$ cat config.mk
export PLATFORM = sky130hd
export DESIGN_NAME = ticket_buyer_flat
export DESIGN_NICKNAME = d
export VERILOG_FILES = /design/src/rtl/ticket_buyer_if.sv /design/src/rtl/ticket_buyer.sv /design/src/flat_wrapper.sv
export SDC_FILE = /design/constraint.sdc
export NUM_CORES = 1
export LEC_CHECK = 0
export BUFFER_PORTS_ARGS = -buffer_cell sky130_fd_sc_hd__buf_4
export CAP_MARGIN = 30
export CORE_UTILIZATION = 35
export CTS_CLUSTER_SIZE = 24
export DETAILED_ROUTE_END_ITERATION = 10
export SLEW_MARGIN = 20
export SYNTH_ARGS = -nofsm -noshare
export SYNTH_HDL_FRONTEND = slang
export SYNTH_SLANG_ARGS = --single-unit
$ cat constraint.sdc
create_clock -name clk -period 2.93 [get_ports clk]
set_input_delay 0.293 -clock clk [delete_from_list [all_inputs] [get_ports clk]]
set_output_delay 0.293 -clock clk [all_outputs]
set_load 0.1 [all_outputs]
$ cat src/rtl/ticket_buyer_if.sv
// Bill-insert link between the ticket buyer and the ticket machine.
// The buyer drives the bill pulses; the machine answers with its status lines.
interface ticket_buyer_if;
   logic ready;
   logic bill;
   logic dispense;
   logic return_sig;
   logic ten;
   logic twenty;

   modport master (
      input  ready, bill, dispense, return_sig,
      output ten, twenty
   );

   modport slave (
      output ready, bill, dispense, return_sig,
      input  ten, twenty
   );
endinterface

$ cat src/rtl/ticket_buyer.sv
// Customer-side payment controller: checks the wallet, feeds bills to the ticket
// machine one at a time and verifies each machine response against its own total.
module ticket_buyer #(
   parameter int unsigned W       = 4,
   parameter int unsigned TIMEOUT = 15
) (
   input  logic                 clk,
   input  logic                 clear_n,
   ticket_buyer_if.master       mach,
   input  logic                 start_i,
   input  logic                 tens_first_i,
   input  logic [W-1:0]         wallet_tens_i,
   input  logic [W-1:0]         wallet_twenties_i,
   output logic                 busy_o,
   output logic                 done_o,
   output logic                 ticket_o,
   output logic                 refund_o,
   output logic                 error_o,
   output logic [W-1:0]         tens_left_o,
   output logic [W-1:0]         twenties_left_o,
   output logic [5:0]           paid_o
);

   localparam int unsigned SUM_W  = W + 2;
   localparam int unsigned CNT_W  = $clog2(TIMEOUT + 1);
   localparam int unsigned PAID_W = 6;

   typedef enum logic [2:0] {
      S_IDLE,
      S_WAIT_RDY,
      S_INSERT,
      S_SETTLE,
      S_DONE,
      S_FAIL
   } state_e;

   state_e              state_q;
   logic [CNT_W-1:0]    cnt_q;
   logic                tens_first_q;
   logic [W-1:0]        tens_q;
   logic [W-1:0]        twenties_q;
   logic [W-1:0]        shadow_tens_q;
   logic [W-1:0]        shadow_twenties_q;
   logic [PAID_W-1:0]   paid_q;
   logic                ten_q;
   logic                twenty_q;
   logic                busy_q;
   logic                done_q;
   logic                ticket_q;
   logic                refund_q;
   logic                error_q;

   logic [SUM_W-1:0]    funds_c;
   logic [PAID_W-1:0]   need_c;
   logic                use_twenty_c;
   logic                resp_bill_c;
   logic                resp_dispense_c;
   logic                resp_return_c;
   logic                insert_c;

   // Wallet value in tens, wide enough that 2*twenties cannot wrap.
   assign funds_c = SUM_W'(wallet_tens_i) + (SUM_W'(wallet_twenties_i) << 1);
   assign need_c  = PAID_W'(40) - paid_q;

   // A response is valid only when exactly the expected status line is high.
   assign resp_bill_c     =  mach.bill & ~mach.dispense & ~mach.return_sig;
   assign resp_dispense_c = ~mach.bill &  mach.dispense & ~mach.return_sig;
   assign resp_return_c   = ~mach.bill & ~mach.dispense &  mach.return_sig;

   always_comb begin
      use_twenty_c = 1'b0;
      if (tens_first_q) begin
         use_twenty_c = (tens_q == '0);
      end else begin
         use_twenty_c = ((twenties_q != '0) && (need_c >= PAID_W'(20))) || (tens_q == '0);
      end
   end

   // Bill is pulsed and booked on the edge that enters INSERT.
   assign insert_c = ((state_q == S_WAIT_RDY) && mach.ready) ||
                     ((state_q == S_SETTLE) && (paid_q < PAID_W'(40)) && resp_bill_c);

   always_ff @(posedge clk or negedge clear_n) begin
      if (!clear_n) begin
         state_q           <= S_IDLE;
         cnt_q             <= '0;
         tens_first_q      <= 1'b0;
         tens_q            <= '0;
         twenties_q        <= '0;
         shadow_tens_q     <= '0;
         shadow_twenties_q <= '0;
         paid_q            <= '0;
         ten_q             <= 1'b0;
         twenty_q          <= 1'b0;
         busy_q            <= 1'b0;
         done_q            <= 1'b0;
         ticket_q          <= 1'b0;
         refund_q          <= 1'b0;
         error_q           <= 1'b0;
      end else begin
         ten_q    <= 1'b0;
         twenty_q <= 1'b0;
         done_q   <= 1'b0;

         if (insert_c) begin
            if (use_twenty_c) begin
               twenty_q   <= 1'b1;
               twenties_q <= twenties_q - W'(1);
               paid_q     <= paid_q + PAID_W'(20);
            end else begin
               ten_q      <= 1'b1;
               tens_q     <= tens_q - W'(1);
               paid_q     <= paid_q + PAID_W'(10);
            end
         end

         unique case (state_q)
            S_IDLE: begin
               if (start_i) begin
                  tens_q            <= wallet_tens_i;
                  twenties_q        <= wallet_twenties_i;
                  shadow_tens_q     <= wallet_tens_i;
                  shadow_twenties_q <= wallet_twenties_i;
                  tens_first_q      <= tens_first_i;
                  paid_q            <= '0;
                  ticket_q          <= 1'b0;
                  refund_q          <= 1'b0;
                  cnt_q             <= '0;
                  busy_q            <= 1'b1;
                  if (funds_c < SUM_W'(4)) begin
                     state_q <= S_FAIL;
                     error_q <= 1'b1;
                     done_q  <= 1'b1;
                  end else begin
                     state_q <= S_WAIT_RDY;
                     error_q <= 1'b0;
                  end
               end
            end

            S_WAIT_RDY: begin
               if (mach.ready) begin
                  state_q <= S_INSERT;
               end else if (cnt_q == CNT_W'(TIMEOUT - 1)) begin
                  state_q <= S_FAIL;
                  error_q <= 1'b1;
                  done_q  <= 1'b1;
               end else begin
                  cnt_q <= cnt_q + CNT_W'(1);
               end
            end

            S_INSERT: begin
               state_q <= S_SETTLE;
            end

            S_SETTLE: begin
               if (insert_c) begin
                  state_q <= S_INSERT;
               end else if ((paid_q == PAID_W'(40)) && resp_dispense_c) begin
                  state_q  <= S_DONE;
                  ticket_q <= 1'b1;
                  done_q   <= 1'b1;
               end else if ((paid_q == PAID_W'(50)) && resp_return_c) begin
                  state_q    <= S_DONE;
                  refund_q   <= 1'b1;
                  done_q     <= 1'b1;
                  tens_q     <= shadow_tens_q;
                  twenties_q <= shadow_twenties_q;
               end else begin
                  // Unexpected machine response: inserted bills are forfeited.
                  state_q <= S_FAIL;
                  error_q <= 1'b1;
                  done_q  <= 1'b1;
               end
            end

            S_DONE, S_FAIL: begin
               state_q <= S_IDLE;
               busy_q  <= 1'b0;
            end

            default: begin
               state_q <= S_IDLE;
               busy_q  <= 1'b0;
            end
         endcase
      end
   end

   assign mach.ten        = ten_q;
   assign mach.twenty     = twenty_q;
   assign busy_o          = busy_q;
   assign done_o          = done_q;
   assign ticket_o        = ticket_q;
   assign refund_o        = refund_q;
   assign error_o         = error_q;
   assign tens_left_o     = tens_q;
   assign twenties_left_o = twenties_q;
   assign paid_o          = paid_q;

endmodule

$ cat src/flat_wrapper.sv
// flat-port wrapper written by rule: the top's interface ports become plain ports
module ticket_buyer_flat 
#(
   parameter int unsigned W       = 4,
   parameter int unsigned TIMEOUT = 15
)
  (clk, clear_n, start_i, tens_first_i, wallet_tens_i, wallet_twenties_i, busy_o, done_o, ticket_o, refund_o, error_o, tens_left_o, twenties_left_o, paid_o, mach_ready, mach_bill, mach_dispense, mach_return_sig, mach_ten, mach_twenty);
  ticket_buyer_if mach_i ();
  input  logic clk;
  input  logic clear_n;
  input  logic start_i;
  input  logic tens_first_i;
  input  logic [W-1:0] wallet_tens_i;
  input  logic [W-1:0] wallet_twenties_i;
  output logic busy_o;
  output logic done_o;
  output logic ticket_o;
  output logic refund_o;
  output logic error_o;
  output logic [W-1:0] tens_left_o;
  output logic [W-1:0] twenties_left_o;
  output logic [5:0] paid_o;
  input wire logic [$bits(mach_i.ready)-1:0] mach_ready;
  input wire logic [$bits(mach_i.bill)-1:0] mach_bill;
  input wire logic [$bits(mach_i.dispense)-1:0] mach_dispense;
  input wire logic [$bits(mach_i.return_sig)-1:0] mach_return_sig;
  output wire logic [$bits(mach_i.ten)-1:0] mach_ten;
  output wire logic [$bits(mach_i.twenty)-1:0] mach_twenty;
  assign mach_i.ready = mach_ready;
  assign mach_i.bill = mach_bill;
  assign mach_i.dispense = mach_dispense;
  assign mach_i.return_sig = mach_return_sig;
  assign mach_ten = mach_i.ten;
  assign mach_twenty = mach_i.twenty;
  ticket_buyer #(.W(W), .TIMEOUT(TIMEOUT)) u_core (.clk(clk), .clear_n(clear_n), .mach(mach_i), .start_i(start_i), .tens_first_i(tens_first_i), .wallet_tens_i(wallet_tens_i), .wallet_twenties_i(wallet_twenties_i), .busy_o(busy_o), .done_o(done_o), .ticket_o(ticket_o), .refund_o(refund_o), .error_o(error_o), .tens_left_o(tens_left_o), .twenties_left_o(twenties_left_o), .paid_o(paid_o));
endmodule
=== Word-level counts from Yosys, hierarchy flattened ===
Index checks and enable logic that the tools add are counted.

* Register bits: 37
* Word-level logic and storage cells: 131

* Add/subtract/negate cells: 7
* Order comparisons: 3
* Eq/ne operators: 16
* Muxes and demuxes: 58
* Bitwise gates (word level): 10
* Reductions and logical operators: 22

{| class="wikitable"
|+ Operators with widths
! operator !! count
|-
| two-way mux 4 bit || 15
|-
| two-way mux 1 bit || 24
|-
| two-way mux 6 bit || 4
|-
| one-hot mux 4 bit (2 select lines) || 3
|-
| two-way mux 3 bit || 6
|-
| != test 2 bit, second input constant || 9
|-
| equality test 6 bit, second input constant || 2
|-
| one-hot mux 3 bit (4 select lines) || 1
|-
| AND reduction 4 bit || 2
|-
| subtractor 4 x 1 -> 4 bit, second input constant || 2
|-
| AND reduction 7 bit || 1
|-
| adder 4 x 5 -> 6 bit || 1
|-
| adder 6 x 4 -> 6 bit, second input constant || 1
|-
| adder 6 x 5 -> 6 bit, second input constant || 1
|-
| bitwise AND 1 bit || 6
|-
| equality test 3 x 2 -> 1 bit, second input constant || 2
|-
| greater-or-equal comparator 6 x 5 -> 1 bit, second input constant || 1
|-
| logical AND 1 bit || 6
|-
| less-than comparator 6 x 3 -> 1 bit, second input constant || 1
|-
| less-than comparator 6 bit, second input constant || 1
|-
| one-hot mux 1 bit (2 select lines) || 3
|-
| one-hot mux 1 bit (3 select lines) || 2
|-
| AND reduction 2 bit || 3
|-
| subtractor 6 bit, first input constant || 1
|-
| other kinds (13) || 18
|}

=== Depth between registers and ports, before layout ===
Gate-level depths: netlist (run 1).

* Depth in word-level cells: 11
* Mapped depth: 10

=== Least setup slack after synthesis (run 1) ===
Ideal clock, no wire load.

* Kind: register to register
* Start point: reg u_core.paid_q[2] (netlist: u_core.paid_o[2])
* End point: reg u_core.tens_q[1] (netlist: u_core.tens_left_o[1])
* Arrival: 3.172 ns
* Required time: 2.843 ns
* Path slack: -0.328 ns
* Cell stages (with the launch flop): 11
* Buffers on the path: 1
* Cell sequence: dfrtp_1 > inv_1 > ha_1 > nor2b_1 > o31a_1 > nor4b_4 > a22o_4 > and2_4 > buf_6 > mux2_1 > o211ai_1

* Word-level cells in the longest chain between the ends: 11

{| class="wikitable"
|+ Ends and longest elaborated chain
! what !! line !! RTL
|-
| start, declared || ticket_buyer.sv:44 || <nowiki>logic [PAID_W-1:0] paid_q;</nowiki>
|-
| start signal, assigned || ticket_buyer.sv:109 || <nowiki>paid_q <= paid_q + PAID_W'(20);</nowiki>
|-
| start signal, assigned || ticket_buyer.sv:113 || <nowiki>paid_q <= paid_q + PAID_W'(10);</nowiki>
|-
| subtractor 6 bit || ticket_buyer.sv:63 || <nowiki>assign need_c = PAID_W'(40) - paid_q;</nowiki>
|-
| greater-or-equal comparator 6 x 5 -> 1 bit || ticket_buyer.sv:75 || <nowiki>use_twenty_c = ((twenties_q != '0) && (need_c >= PAID_W'(20))) || (tens_q == '0);</nowiki>
|-
| logical AND 1 bit || ticket_buyer.sv:75 ||
|-
| logical OR 1 bit || ticket_buyer.sv:75 ||
|-
| two-way mux 1 bit || ticket_buyer.sv:72 || <nowiki>if (tens_first_q) begin</nowiki>
|-
| two-way mux 4 bit || ticket_buyer.sv:106 || <nowiki>if (use_twenty_c) begin</nowiki>
|-
| two-way mux 4 bit || ticket_buyer.sv:105 || <nowiki>if (insert_c) begin</nowiki>
|-
| two-way mux 4 bit || ticket_buyer.sv:164 || <nowiki>end else if ((paid_q == PAID_W'(50)) && resp_return_c) begin</nowiki>
|-
| two-way mux 4 bit || ticket_buyer.sv:160 || <nowiki>end else if ((paid_q == PAID_W'(40)) && resp_dispense_c) begin</nowiki>
|-
| two-way mux 4 bit || ticket_buyer.sv:158 || <nowiki>if (insert_c) begin</nowiki>
|-
| one-hot mux 4 bit (2 select lines) * || ticket_buyer.sv:117 || <nowiki>unique case (state_q)</nowiki>
|-
| end signal, assigned || ticket_buyer.sv:112 || <nowiki>tens_q <= tens_q - W'(1);</nowiki>
|-
| end signal, assigned || ticket_buyer.sv:120 || <nowiki>tens_q <= wallet_tens_i;</nowiki>
|-
| end signal, assigned || ticket_buyer.sv:168 || <nowiki>tens_q <= shadow_tens_q;</nowiki>
|-
| end, declared || ticket_buyer.sv:40 || <nowiki>logic [W-1:0] tens_q;</nowiki>
|}

Every way passes the cells marked *; elsewhere a longest branch is shown, timed or not.
A chain may end at the register's enable or synchronous reset.

=== Worst setup path in the final report (run 1) ===
Ends and elaborated chain as after synthesis.

==> out/results.tsv, run 1 <==
metric	value	unit
status	finished clean	
Num CTS Buffers	5	
total gr overflow	0	
Final period util	87.4	%
worst slew pin tran	0.718	ns
cell area after synthesis	2120	um^2
post-synth top area share	42.5	%
Ys Warns	0	
Hold Violations, Final	0	
diode count	0	
vias per cell	4.99	
RSZ-0062 raised after global routing	no	
RR Startpoint	u_core.paid_o[2]	
nets	299	
drt pass-1 iters	4	
Post-synth EDFFs	0	
first-pass GRT wire length	7960	um
CP max stage cell	dfrtp_2	
CP top delay family	simple AND/OR/NAND/NOR gates	
CP endpoint kind	flop	
kind of start point of the critical path	flop	
average size of a mapped cell	9.14	um^2
Finished Layout Cells	342	
setup TNS	0	ns
Cells after DPL	333	
WS Path Type	flop to flop	
FF/Latch Area	903	um^2
share of layout cells above drive strength 1	21.9	%
Bufs and invs on worst path	1	
met1 Use GR	23.3	%
ys async rst share	100	%
slowest stage delay, CP	0.44	ns
top cells by area, synth	dfrtp_1, ha_1, nand2_1, nor2_1, inv_1	
worst reg-to-reg path cell count	9	
Die X	79.8	um
initial antenna violation count	0	
clock sinks	36	
Max Fclk	391	MHz
r2r setup slk	0.37	ns
remaining antenna violation count	0	
Total Routing Usage GR	16.4	%
fin. max-slew vios	0	
Hold Crit Depth	3	
Setup Fix Bufs, Post-CTS	0	
post-synthesis sequential area ratio	42.5	%
WL per Instance	14.1	um
later-pin clock latency in the skew report	0.28	ns
Die H	79.8	um
CP cell instances	inv_1 > ha_1 > nor2b_1 > o31a_1 > nor4b_4 > a22o_4 > and2_4 > mux2_1 > o211ai_1	
MaxCap Viol Count	0	
largest net degree at the start of global routing	37	
Unique masters post-synth	50	
headroom to the max-slew limit	51.9	%
# port buffers	35	
syn_nets	262	
# rows	27	
most common cell in the netlist	nand2_1	
CP max FO	8	
gr busiest metal	met2	
core area	5680	um^2
Synth Flop Type	dfrtp_1	
clock-pin slew on the worst setup and hold paths	0.07	ns
Worst Hold Launch	tens_first_i	
met2 Use GR	25.4	%
TritonCTS clock tree	done	
RePlAce Congestion	0.848	
root buffer cell	clkbuf_8	
Initial Util	37.4	%
flops & latches, synth	36	
most instantiated cells after synthesis	nand2_1, dfrtp_1, nor2_1	
die area	6370	um^2
fillers	571	
Detail Placement HPWL	3500	um
Hold Path Class	primary input to flop	
CP required	3.13	ns
initial DRC count	62	
reg2reg end	u_core.tens_left_o[1]	
Min Clock Period, post-route	2.56	ns
post-synth top area cell	dfrtp_1	
layout overhead on the synthesized area	20.3	%
Cells after Synth	232	
Vias	1707	
vias in the first global route	1651	
Remaining DRCs	0	
total routed wirelength	4820	um
CTS Buffer Depth	2	
Multi-input gate area	1120	um^2
H-tree depth	2	
Clock Skew	0.00611	ns
met3 Use GR	2.74	%
worst hold endpoint	u_core.tens_first_q	
I/O pins	37	
Final Setup Violations	0	
Arr. time, crit path	2.76	ns
worst min-delay path, delay by kind of cell:
family        cells  cell delay [ns]
simple gates      2             0.08
buf+inv           1             0.09
cells in the final DEF (no fill, tap or decap), drive strengths merged, types with 4 or more instances in the layout:
master / netlist / routed
a21oi: 10 / 10
buf: 3 / 37
clkbuf: 5 / 6
dfrtp: 36 / 36
ha: 13 / 13
inv: 16 / 16
nand2: 38 / 38
nand2b: 4 / 4
nand3: 9 / 9
nor2: 22 / 22
nor2b: 4 / 4
nor3: 7 / 7
o211ai: 6 / 6
o21ai: 14 / 14
xnor2: 4 / 4
xor2: 6 / 6
kinds of logic after synthesis:
group,count (synthesis),share of synthesized area (%)
xor+xnor,10,4.13
flops,36,42.5
fa+ha+maj,14,8.61
buf+inv,24,4.84
compound gates,47,15.2
mux,4,2.18
other cells,1,0.177
simple gates,96,22.4
how the worst max path moves through the flow:
stage	start	to	slack, ns	depth (start not counted)
CTS	u_core.paid_o[2]	u_core.tens_left_o[1]	0.37	9
global placement	u_core.paid_o[2]	u_core.tens_left_o[1]	0.44	9
floorplan	u_core.paid_o[1]	u_core.tens_left_o[1]	0.03	10
detailed placement	u_core.paid_o[2]	u_core.tens_left_o[1]	0.39	9
finish	u_core.paid_o[2]	u_core.tens_left_o[1]	0.37	9
global route	u_core.paid_o[1]	u_core.tens_left_o[1]	0.12	9
layer usage:
metal	wire length (um)	share of wire [%]
met5	0	0
met4	40	0.83
met3	146	3.0
met2	2190	45
met1	2440	51
sequential cells by signal, summed over array words and instances (netlist names), 3 cells and up:
name                      count
u_core.tens_left_o            4
u_core.shadow_tens_q          4
u_core.state_q                3
u_core.cnt_q                  4
u_core.twenties_left_o        4
u_core.paid_o                 5
u_core.shadow_twenties_q      4
through the flow:
step,worst slack (ns),util [%],instance area (um^2),hold slack (ns)
2_1_floorplan,0.0262,-,2120,-0.00259
5_1_grt,0.123,45.0,2550,0.221
6_report,0.370,45.0,2550,0.214
3_5_place_dp,0.388,43.1,2450,0.285
3_3_place_gp,0.438,43.1,2450,0.283
4_1_cts,0.367,45.0,2550,0.210
repair_timing:
action / CTS / global route
endpoints found under the hold margin: 36 / 0
hold buffers: 1 / 0
resized for setup: 0 / 0
cell type report:
| type | instances | area share (%) |
|---|---|---|
| multi-input combinational | 172 | 43.8 |
| sequential | 36 | 35.4 |
| timing repair buffer | 38 | 11.3 |
| tap | 72 | 3.53 |
| clock buffer | 6 | 3.24 |
| inverter | 16 | 2.35 |
| clock inverter | 2 | 0.392 |
Power of run 1 is not shown: default switching activity piles up to over one toggle a cycle in this logic, so the estimate is an artifact.
==> run 2: changes to the inputs <==
Settings changed: CELL_PAD_IN_SITES_DETAIL_PLACEMENT set to 0, CELL_PAD_IN_SITES_GLOBAL_PLACEMENT set to 1, PLACE_DENSITY_LB_ADDON set to 0.1.
==> run 2 against run 1 <==
  * Count of clock-buffer cells in the layout stayed put
  * Clock skew is 0.0025 ns lower
  * Hold slack worse by 0.017 ns
  * Global-route usage is 2.2 points higher
  * Wire length is 3.5% higher
  * Register-to-register slack gained 0.02 ns
  * Die area unchanged
  * Sequential cell count did not move
  * Via count is 2.8% higher
  * Critical path type unchanged
==> out/results.tsv, run 2 (synthesized netlist as in run 1, its figures left out) <==
metric	value	unit	change
status	finished clean		
share of layout cells above drive strength 1	22.1	%	+0.29 points
commonest cells after routing, fill and taps aside	nand2_1, buf_4, dfrtp_1, nor2_1, inv_1		
RSZ-0062 raised after global routing	no		
hold_buf cts	1		unchanged
nets	300		+0.33%
initial antenna violation count	0		unchanged
RePlAce Congestion	0.797		-6.0%
clock sinks	36		unchanged
later-pin clock latency in the skew report	0.29	ns	about the same
fin. max-slew vios	0		unchanged
reg2reg end	u_core.tens_left_o[1]		
largest net degree at the start of global routing	37		unchanged
Max Fclk	394	MHz	+0.72%
total routed wirelength	4990	um	+3.5%
remaining antenna violation count	0		unchanged
diode count	0		unchanged
# resized after CTS	0		unchanged
CP max stage cell	dfrtp_2		
clock-pin slew on the worst setup and hold paths	0.07	ns	about the same
# port buffers	35		unchanged
initial DRC count	82		+32%
Setup Fix Bufs, Post-CTS	0		unchanged
max reg flops	5		unchanged
RR Startpoint	u_core.paid_o[2]		
Num CTS Buffers	5		unchanged
CP endpoint kind	flop		
Arr. time, crit path	2.75	ns	about the same
WS Path Type	flop to flop		
CP max FO	8		unchanged
headroom to the max-slew limit	52.7	%	+0.85 points
layout overhead on the synthesized area	20.6	%	
first-pass GRT wire length	8930	um	+12%
worst reg-to-reg path cell count	9		unchanged
Final Setup Violations	0		unchanged
CTS Buffer Depth	2		unchanged
r2r setup slk	0.39	ns	+0.02 ns
CP cell instances	inv_1 > ha_1 > nor2b_1 > o31a_1 > nor4b_4 > a22o_4 > and2_4 > mux2_1 > o211ai_1		
I/O pins	37		unchanged
Worst Setup EP	u_core.tens_left_o[1]		
Die H	79.8	um	unchanged
crit path from	u_core.paid_o[2]		
vias in the first global route	1784		+8.1%
die area	6370	um^2	unchanged
worst slew pin tran	0.706	ns	-0.0127 ns
vias per cell	5.12		+2.5%
drt pass-1 iters	4		unchanged
root buffer cell	clkbuf_8		
Remaining DRCs	0		unchanged
slowest stage delay, CP	0.44	ns	about the same
# rows	27		unchanged
kind of start point of the critical path	flop		
Final period util	86.7	%	-0.63 points
setup TNS	0	ns	unchanged
H-tree depth	2		unchanged
Hold Path Class	primary input to flop		
core area	5680	um^2	unchanged
Clock Skew	0.00356	ns	-0.00255 ns
Die X	79.8	um	unchanged
Detail Placement HPWL	3660	um	+4.6%
TritonCTS clock tree	done		
total gr overflow	0		unchanged
MaxCap Viol Count	0		unchanged
Hold Violations, Final	0		unchanged
Vias	1755		+2.8%
CP required	3.14	ns	about the same
Total Routing Usage GR	18.6	%	+2.2 points
WL per Instance	14.6	um	+3.2%
Initial Util	37.4	%	unchanged
Min Clock Period, post-route	2.54	ns	-0.0184 ns
[run 2: stage by stage]
stage	instance area [um^2]	instances	utilization (%)	worst slack, ns	hold slack (ns)
6_report	2560	343	45.1	0.389	0.197
5_1_grt	2560	343	45.1	0.194	0.217
4_1_cts	2560	343	45.1	0.366	0.196
3_5_place_dp	2460	334	43.3	0.370	0.288
3_3_place_gp	2460	334	43.3	0.434	0.286
2_1_floorplan	2120	232	-	0.0262	-0.00259
[run 2: layer usage]
layer	share of wire, %	global-route usage (%)	vias up
li1	-	-	866
met1	47	25.4	842
met2	46	29.3	45
met3	6.3	4.34	2
met4	0.54	5.36	0
met5	0	0	-
[run 2: worst min-delay path by stage]
stage,from,to,slack (ns),cells after the start
finish,tens_first_i,u_core.tens_first_q,0.20,3
global route,tens_first_i,u_core.tens_first_q,0.22,3
CTS,tens_first_i,u_core.tens_first_q,0.20,3
detailed placement,clear_n,u_core.cnt_q[1],0.29,1
global placement,clear_n,u_core.cnt_q[0],0.29,1
floorplan,clear_n,u_core.busy_o,-0.003,0
[run 2: cell type report]
cell class,instances,area (um^2)
timing repair buffer,39,295
fill,573,3120
multi-input combinational,172,1120
tap,72,90.1
inverter,16,60.1
sequential,36,903
clock inverter,2,10.0
clock buffer,6,82.6
[run 2: critical path, delay by kind of cell, from the launching register on]
kind / cells / cell delay [ns]
AOI/OAI and AO/OA: 3 / 0.69
and+or+nand+nor: 3 / 0.69
DFF: 1 / 0.44
muxes: 1 / 0.32
adders and majority gates: 1 / 0.22
buffers and inverters: 1 / 0.11
Power of run 2 is left out for the same reason.
